==> config.mk <==
export PLATFORM = sky130hd
export DESIGN_NAME = sha256_host_driver_flat
export DESIGN_NICKNAME = d
export VERILOG_FILES = /design/src/rtl/sha256_host_driver_if.sv /design/src/rtl/sha256_host_driver.sv /design/src/flat_wrapper.sv
export SDC_FILE = /design/constraint.sdc
export NUM_CORES = 1
export LEC_CHECK = 0
export ABC_AREA = 1
export BUFFER_PORTS_ARGS = -buffer_cell sky130_fd_sc_hd__buf_2
export CAP_MARGIN = 15
export CORE_MARGIN = 1.5
export CORE_UTILIZATION = 40
export CTS_CLUSTER_DIAMETER = 200
export DETAILED_ROUTE_END_ITERATION = 16
export GPL_ROUTABILITY_DRIVEN = 0
export HOLD_SLACK_MARGIN = 0.12
export PLACE_DENSITY_LB_ADDON = 0.05
export SLEW_MARGIN = 20
export SYNTH_ARGS = -nofsm -noshare
export SYNTH_HDL_FRONTEND = slang
export SYNTH_SLANG_ARGS = --single-unit
==> constraint.sdc <==
create_clock -name clk -period 6.7 [get_ports clk]
set_clock_uncertainty 0.15 [all_clocks]
set_input_delay 1.34 -clock clk [delete_from_list [all_inputs] [get_ports clk]]
set_output_delay 1.34 -clock clk [all_outputs]
set_load 0.01 [all_outputs]
==> src/rtl/sha256_host_driver_if.sv <==
// Message-in / digest-out and halfword core bus of the SHA-256 host driver.
// master is the driver side, slave is the host/core side.
interface sha256_host_driver_if;
  logic        msg_start;
  logic [31:0] blk_word;
  logic        blk_valid;
  logic        blk_last;
  logic        blk_ready;
  logic [31:0] digest;
  logic [2:0]  digest_index;
  logic        digest_valid;
  logic        busy;
  logic        err;
  logic        sha_init;
  logic        sha_load;
  logic        sha_fetch;
  logic [15:0] sha_idata;
  logic        sha_ack;
  logic [15:0] sha_odata;

  modport master (
    input  msg_start, blk_word, blk_valid, blk_last,
    input  sha_ack, sha_odata,
    output blk_ready, digest, digest_index, digest_valid,
    output busy, err,
    output sha_init, sha_load, sha_fetch, sha_idata
  );

  modport slave (
    output msg_start, blk_word, blk_valid, blk_last,
    output sha_ack, sha_odata,
    input  blk_ready, digest, digest_index, digest_valid,
    input  busy, err,
    input  sha_init, sha_load, sha_fetch, sha_idata
  );
endinterface

==> src/rtl/sha256_host_driver.sv <==
// Streams pre-padded 32-bit words into a halfword SHA-256 core with
// return-to-zero load/fetch handshakes, then reads back the 8-word digest.
module sha256_host_driver (
  input  logic                        clk,
  input  logic                        rst,
  sha256_host_driver_if.master        bus
);

  typedef enum logic [3:0] {
    IDLE, INIT, GETW, SEND_HI, GAP_HI,
    SEND_LO, GAP_LO, FETCH, FGAP, ERR
  } state_e;

  state_e      state_q, state_d;
  logic [31:0] word_q, word_d;
  logic        last_q, last_d;
  logic [3:0]  wcnt_q, wcnt_d;
  logic [3:0]  fcnt_q, fcnt_d;
  logic [7:0]  tmo_q, tmo_d;
  logic [31:0] dig_q, dig_d;
  logic [2:0]  didx_q, didx_d;
  logic        dval_q, dval_d;
  logic        req;

  always_ff @(posedge clk or posedge rst) begin
    if (rst) begin
      state_q <= IDLE;
      word_q  <= '0;
      last_q  <= 1'b0;
      wcnt_q  <= '0;
      fcnt_q  <= '0;
      tmo_q   <= '0;
      dig_q   <= '0;
      didx_q  <= '0;
      dval_q  <= 1'b0;
    end else begin
      state_q <= state_d;
      word_q  <= word_d;
      last_q  <= last_d;
      wcnt_q  <= wcnt_d;
      fcnt_q  <= fcnt_d;
      tmo_q   <= tmo_d;
      dig_q   <= dig_d;
      didx_q  <= didx_d;
      dval_q  <= dval_d;
    end
  end

  assign req = (state_q == SEND_HI) || (state_q == SEND_LO) ||
               (state_q == FETCH);

  always_comb begin
    state_d = state_q;
    word_d  = word_q;
    last_d  = last_q;
    wcnt_d  = wcnt_q;
    fcnt_d  = fcnt_q;
    dig_d   = dig_q;
    didx_d  = didx_q;
    dval_d  = 1'b0;
    // ack outside a request is ignored: timeout only runs while requesting
    tmo_d   = (req && !bus.sha_ack) ? tmo_q + 8'd1 : 8'd0;
    unique case (state_q)
      IDLE: if (bus.msg_start) state_d = INIT;
      INIT: begin
        wcnt_d  = '0;
        fcnt_d  = '0;
        state_d = GETW;
      end
      GETW: if (bus.blk_valid) begin
        word_d = bus.blk_word;
        if (wcnt_q == 4'd15) last_d = bus.blk_last;
        state_d = SEND_HI;
      end
      SEND_HI: begin
        if (bus.sha_ack)            state_d = GAP_HI;
        else if (tmo_q == 8'd254)   state_d = ERR;
      end
      GAP_HI: state_d = SEND_LO;
      SEND_LO: begin
        if (bus.sha_ack)            state_d = GAP_LO;
        else if (tmo_q == 8'd254)   state_d = ERR;
      end
      GAP_LO: begin
        wcnt_d = wcnt_q + 4'd1;
        if (wcnt_q == 4'd15 && last_q) state_d = FETCH;
        else                           state_d = GETW;
      end
      FETCH: begin
        if (bus.sha_ack) begin
          fcnt_d  = fcnt_q + 4'd1;
          state_d = FGAP;
          if (!fcnt_q[0]) begin
            dig_d[31:16] = bus.sha_odata;
          end else begin
            dig_d[15:0] = bus.sha_odata;
            didx_d      = fcnt_q[3:1];
            dval_d      = 1'b1;
          end
        end else if (tmo_q == 8'd254) begin
          state_d = ERR;
        end
      end
      // fetch count wraps to zero only after the 16th halfword
      FGAP: state_d = (fcnt_q == 4'd0) ? IDLE : FETCH;
      ERR:  state_d = ERR;
      default: state_d = IDLE;
    endcase
  end

  assign bus.blk_ready    = (state_q == GETW);
  assign bus.sha_init     = (state_q == INIT);
  assign bus.sha_load     = (state_q == SEND_HI) || (state_q == SEND_LO);
  assign bus.sha_fetch    = (state_q == FETCH);
  assign bus.sha_idata    = (state_q == SEND_HI) ? word_q[31:16] :
                            (state_q == SEND_LO) ? word_q[15:0]  : 16'h0;
  assign bus.busy         = (state_q != IDLE) && (state_q != ERR);
  assign bus.err          = (state_q == ERR);
  assign bus.digest       = dig_q;
  assign bus.digest_index = didx_q;
  assign bus.digest_valid = dval_q;

endmodule

==> src/flat_wrapper.sv <==
// flat-port wrapper written by rule: the top's interface ports become plain ports
module sha256_host_driver_flat 
  (clk, rst, bus_msg_start, bus_blk_word, bus_blk_valid, bus_blk_last, bus_sha_ack, bus_sha_odata, bus_blk_ready, bus_digest, bus_digest_index, bus_digest_valid, bus_busy, bus_err, bus_sha_init, bus_sha_load, bus_sha_fetch, bus_sha_idata);
  sha256_host_driver_if bus_i ();
  input  logic clk;
  input  logic rst;
  input wire logic [$bits(bus_i.msg_start)-1:0] bus_msg_start;
  input wire logic [$bits(bus_i.blk_word)-1:0] bus_blk_word;
  input wire logic [$bits(bus_i.blk_valid)-1:0] bus_blk_valid;
  input wire logic [$bits(bus_i.blk_last)-1:0] bus_blk_last;
  input wire logic [$bits(bus_i.sha_ack)-1:0] bus_sha_ack;
  input wire logic [$bits(bus_i.sha_odata)-1:0] bus_sha_odata;
  output wire logic [$bits(bus_i.blk_ready)-1:0] bus_blk_ready;
  output wire logic [$bits(bus_i.digest)-1:0] bus_digest;
  output wire logic [$bits(bus_i.digest_index)-1:0] bus_digest_index;
  output wire logic [$bits(bus_i.digest_valid)-1:0] bus_digest_valid;
  output wire logic [$bits(bus_i.busy)-1:0] bus_busy;
  output wire logic [$bits(bus_i.err)-1:0] bus_err;
  output wire logic [$bits(bus_i.sha_init)-1:0] bus_sha_init;
  output wire logic [$bits(bus_i.sha_load)-1:0] bus_sha_load;
  output wire logic [$bits(bus_i.sha_fetch)-1:0] bus_sha_fetch;
  output wire logic [$bits(bus_i.sha_idata)-1:0] bus_sha_idata;
  assign bus_i.msg_start = bus_msg_start;
  assign bus_i.blk_word = bus_blk_word;
  assign bus_i.blk_valid = bus_blk_valid;
  assign bus_i.blk_last = bus_blk_last;
  assign bus_i.sha_ack = bus_sha_ack;
  assign bus_i.sha_odata = bus_sha_odata;
  assign bus_blk_ready = bus_i.blk_ready;
  assign bus_digest = bus_i.digest;
  assign bus_digest_index = bus_i.digest_index;
  assign bus_digest_valid = bus_i.digest_valid;
  assign bus_busy = bus_i.busy;
  assign bus_err = bus_i.err;
  assign bus_sha_init = bus_i.sha_init;
  assign bus_sha_load = bus_i.sha_load;
  assign bus_sha_fetch = bus_i.sha_fetch;
  assign bus_sha_idata = bus_i.sha_idata;
  sha256_host_driver u_core (.clk(clk), .rst(rst), .bus(bus_i));
endmodule
== Word level (Yosys, flattened, before mapping) ==
Index checks and enable logic that the tools add are counted.

* Word-level logic and storage cells: 64
* Register bits: 89
* Output and inout port bits: 58

* Equal/unequal tests: 15
* Muxes and demuxes: 18
* Reductions and logical operators: 17
* Bitwise logic cells: 1
* Add/subtract/negate cells: 3

{| class="wikitable"
|+ Operators by type and width
! cell !! count
|-
| $pmux 4 s10 || 1
|-
| $mux 16 || 2
|-
| $mux 4 || 7
|-
| $eq 4x3->1 const B || 4
|-
| $pmux 4 s2 || 2
|-
| $eq 4x4->1 const B || 3
|-
| $reduce_and 3->1 || 3
|-
| $add 4x1->4 const B || 2
|-
| $add 8x1->8 const B || 1
|-
| $eq 4x2->1 const B || 2
|-
| $eq 8x8->1 const B || 1
|-
| $logic_not 4->1 || 2
|-
| $mux 8 || 1
|-
| $mux 3 || 2
|-
| $ne 2x2->1 const B || 3
|-
| $reduce_and 2->1 || 3
|-
| $eq 4x1->1 const B || 1
|-
| $ne 4x4->1 const B || 1
|-
| $reduce_bool 2->1 || 2
|-
| $reduce_bool 4->1 || 1
|-
| $logic_and 1x1->1 || 3
|-
| $mux 1 || 3
|-
| $logic_or 1x1->1 || 2
|-
| $logic_not 1->1 || 1
|-
| $not 1->1 || 1
|}

== Depth between registers and ports, before layout ==
* Depth in word-level cells: 5
* Depth in mapped cells: 10

== Worst setup path before layout ==
No wires, ideal clock.

* Path type: flip-flop to output port
* Start point: reg u_core.state_q[3]
* End point: out bus_sha_idata[10]
* Buffers on the path: 1
* Setup slack: 3.898 ns
* Arrival: 1.312 ns
* Stages on the path, launching flop included: 7
* Required time: 5.210 ns
* Cells stage by stage: dfrtp_1 nor2_1 inv_1 nor2_1 buf_2 nand2_1 nand2_1

* Cells in the longest elaborated chain, start to end: 3

{| class="wikitable"
|+ Ends and longest elaborated chain
! what !! RTL line !! RTL
|-
| from (decl) || sha256_host_driver.sv:14 || <nowiki>state_e state_q, state_d;</nowiki>
|-
| from (signal assigned) || sha256_host_driver.sv:37 || <nowiki>state_q <= state_d;</nowiki>
|-
| $eq 4x3->1 || sha256_host_driver.sv:116 || <nowiki>(state_q == SEND_LO) ? word_q[15:0] : 16'h0;</nowiki>
|-
| $mux 16 || sha256_host_driver.sv:116 ||
|-
| $mux 16 (*) || sha256_host_driver.sv:115 || <nowiki>assign bus.sha_idata = (state_q == SEND_HI) ? word_q[31:16] :</nowiki>
|-
| to (decl) || flat_wrapper.sv:22 || <nowiki>output wire logic [$bits(bus_i.sha_idata)-1:0] bus_sha_idata;</nowiki>
|}

Every way passes the cells marked *; elsewhere a longest branch is shown, timed or not.

== Final worst setup path ==
* Start point: reg u_core.state_q[2]
* End point: out bus_sha_load

* Cells in the longest elaborated chain, start to end: 2

{| class="wikitable"
|+ Ends and longest elaborated chain
! what !! RTL line !! RTL
|-
| $eq 4x2->1 or $eq 4x3->1 (tied branches) || sha256_host_driver.sv:113 || <nowiki>assign bus.sha_load = (state_q == SEND_HI) || (state_q == SEND_LO);</nowiki>
|-
| $logic_or 1x1->1 (*) || sha256_host_driver.sv:113 ||
|-
| to (decl) || flat_wrapper.sv:20 || <nowiki>output wire logic [$bits(bus_i.sha_load)-1:0] bus_sha_load;</nowiki>
|}

Marks and branches as above.

==> results.sh <==
export IMPL_die_x_um=103
export IMPL_initial_core_util_pct=40.9
export IMPL_drive_above_1_share_pct=25.7
export IMPL_synth_top_cells_by_area="dfrtp_1 56%, nand2_1 18%, o21ai_0 4.4%"
export IMPL_numClockSinks=89
export IMPL_synth_area_mm2=0.00397
export IMPL_crit_chain="inv_1 > nor2_1 > nand2_1 > o21ai_0 > buf_2"
export IMPL_cts_path_max_buffers=2
export IMPL_postCtsSetupBuffers=0
export IMPL_drt_met1_wl_mm=4.11
export IMPL_dieArea_mm2=0.0105
export IMPL_cts_resized=0
export IMPL_wl_met3_um=447
export IMPL_p_sw_uw=676
export IMPL_synth_cells=470
export IMPL_status="completed"
export IMPL_ant_nets=0
export IMPL_maxUsedRoutingLayer="met4"
export IMPL_synth_edf_count=0
export IMPL_pre_cts_slack_ns=3.18
export IMPL_die_h_um=103
export IMPL_hp_class="reg -> reg"
export IMPL_cap_violations=0
export IMPL_routed_wl_mm=8.54
export IMPL_ys_types=29
export IMPL_synth_most_common_cell="nand2_1"
export IMPL_grt_antenna_before_repair=0
export IMPL_ioPinCount=112
export IMPL_avgRoutedWirePerCell_um=11.9
export IMPL_worstPathMaxFanout=14
export IMPL_areaGrowthSynthToFinish_pct=22.1
export IMPL_cp_slowest_cell="nor2_1"
export IMPL_track_usage_pct=17.0
export IMPL_syn_num_nets=529
export IMPL_firstDrtPassIters=4
export IMPL_p_per_area_mw_per_mm2=373
export IMPL_grt_overflow_total=0
export IMPL_dpl_instance_area_mm2=0.00460
export IMPL_required_ns=5.21
export IMPL_clkPwrFrac_pct=23.5
export IMPL_fillCellCount=1003
export IMPL_grt_pass1_vias=2949
export IMPL_dominantRegCellSynth="dfrtp_1"
export IMPL_critPathKind="reg -> out"
export IMPL_cts_tree="done"
export IMPL_coreArea_mm2=0.00968
export IMPL_vdd_drop_max_uv=142
export IMPL_setup_slack_ns=2.73
export IMPL_maxSlewViolCount=0
export IMPL_ys_ff_latch=89
export IMPL_p_comb_share_pct=32.6
export IMPL_period_share_pct=59.2
export IMPL_drtIter0Drc=112
export IMPL_fp_row_count=36
export IMPL_htreeDepth=3
export IMPL_grt_pass1_wl_mm=13.9
export IMPL_critical_path_startpoint_type="flop"
export IMPL_syn_area_per_cell_um2=8.44
export IMPL_dr_wl_met2_mm=3.88
export IMPL_drc=0
export IMPL_yosys_warnings=0
export IMPL_detailed_place_hpwl_mm=6.03
export IMPL_p_int_uw=1130
export IMPL_slowest_delay_ns=0.74
export IMPL_clkLatencyLatePin_ns=0.34
export IMPL_numCtsBuffers=9
export IMPL_cts_hold_buf=0
export IMPL_seq_power_share_pct=43.8
export IMPL_rsz0062_at_grt="false"
export IMPL_antenna_cells=0
export IMPL_viasPerCell=4.49
export IMPL_slew_headroom_pct=34.2
export IMPL_leakage_uw=0.00275
export IMPL_arrival_ns=2.48
export IMPL_setup_viol=0
export IMPL_final_design_area_no_fill_mm2=0.00484
export IMPL_crit_path_end_kind="primary output"
export IMPL_setup_tns_ns=0
export IMPL_nets=637
export IMPL_ys_seq_area_share_pct=56.2
export IMPL_path_clk_slew_ns=0.09
export IMPL_fmax_ghz=0.252
export IMPL_period_needed_ns=3.97
export IMPL_grt_max_degree=59
export IMPL_worstMarginPinSlew_ns=0.983
export IMPL_hold_violations=0
export IMPL_postSynth_asyncResetShare_pct=100
export IMPL_yosysTopAreaCell="dfrtp_1"
export IMPL_numPortBuffers=111
export IMPL_synth_top_area_share_pct=56.2
export IMPL_cts_root_buf="clkbuf_8"
export IMPL_switching_share_pct=37.4
export IMPL_synth_common_cells="185 x nand2_1, 89 x dfrtp_1, 44 x inv_1, 35 x o21ai_0, 25 x nor2_1"
export IMPL_dr_total_vias=3215
layer usage:
metal | vias to the layer above | GRT usage (%)
li1 | 1684 | -
met1 | 1441 | 23.6
met2 | 81 | 26.6
met3 | 9 | 3.59
met4 | 0 | 5.48
met5 | - | 0
worst paths after layout:
check	to	cells past startpoint	slack [ns]	from
min in group asynchronous	u_core.word_q[29]	2	0.86	rst
max in group asynchronous	u_core.tmo_q[6]	3	4.42	rst
worst min register to register	u_core.word_q[16]	2	0.33	u_core.word_q[16]
worst min-delay path	u_core.word_q[16]	2	0.33	u_core.word_q[16]
worst max-delay path	bus_sha_load	5	2.73	u_core.state_q[2]
worst max register to register	u_core.state_q[3]	8	4.29	u_core.state_q[2]
power groups by stage:
stage                     Sequential [µW]  Clock (µW)  Combinational (µW)
after detailed placement              800           0                 599
after floorplan                       808           0                 385
after global routing                  813         459                 682
after CTS                             793         440                 598
final                                 793         426                 590
after global placement                798           0                 589
layout make-up:
cell class | count | area [µm²] | share of cell area [%]
inverters | 46 | 174 | 3.59
well taps | 133 | 166 | 3.44
flip-flops and latches | 89 | 2230 | 46.0
multi-input cells | 319 | 1470 | 30.3
clock inverters | 6 | 97.6 | 2.02
repair buffers | 113 | 571 | 11.8
clock buffers | 10 | 138 | 2.84
kinds of logic (layout without fill, tap and decap cells):
logic type                 count (synthesis)  in the layout  share of synthesized area [%]
DFF                                       89             89                           56.2
xor gates and xnor gates                   2              2                          0.442
adders and majority gates                  5              5                           1.58
buffers and inverters                     62            175                           6.85
AOI/OAI and AO/OA                         65             65                           9.34
and+or+nand+nor                          247            247                           25.6
placed cells by master (no fill, tap or decap):
cell type    n
clkinv_2     1
inv_2        2
nand4_1      1
ha_1         5
inv_6        2
nand2_1    185
nor2_4       1
bufinv_16    2
nor3_1       3
nor2_1      24
inv_1       43
nand3_2      1
nand3b_1     2
clkinv_4     1
o21ai_1     11
nand2_4      1
nor2_2       2
o31ai_1      1
buf_2      111
dfrtp_1     89
or2_2        1
nand3_1     24
nor2_8       1
clkbuf_8    10
a21oi_1      6
inv_8        1
nand2_2      1
xor2_1       2
buf_4        2
o21ai_2     10
a22o_1       1
o22ai_1      1
o21ai_0     35
worst max-delay path: cells and delay by family (launching register included):
kind                   cells  cell delay, ns
AND/OR/NAND/NOR            2            1.17
flip-flops                 1            0.41
AO/OA/AOI/OAI              1            0.28
buffers and inverters      2            0.28
sequential cells by signal (all words and copies together), names as in the netlist:
| register | flops |
|---|---|
| u_core.last_q | 1 |
| u_core.wcnt_q | 4 |
| u_core.word_q | 32 |
| u_core.tmo_q | 8 |
| u_core.state_q | 4 |
| u_core.bus.digest_valid | 1 |
| u_core.bus.digest | 32 |
| u_core.bus.digest_index | 3 |
| u_core.fcnt_q | 4 |
per-stage QoR:
step | hold slack [ns] | instances | util [%] | total power (µW)
3_3_place_gp | 0.304 | 700 | 47.5 | 1390
3_5_place_dp | 0.309 | 700 | 47.5 | 1400
2_1_floorplan | 0.292 | 470 | - | 1190
4_1_cts | 0.331 | 716 | 50.0 | 1830
6_report | 0.326 | 716 | 50.0 | 1810
5_1_grt | 0.355 | 716 | 50.0 | 1950
No activity file was read; power rests on OpenSTA's default activity.
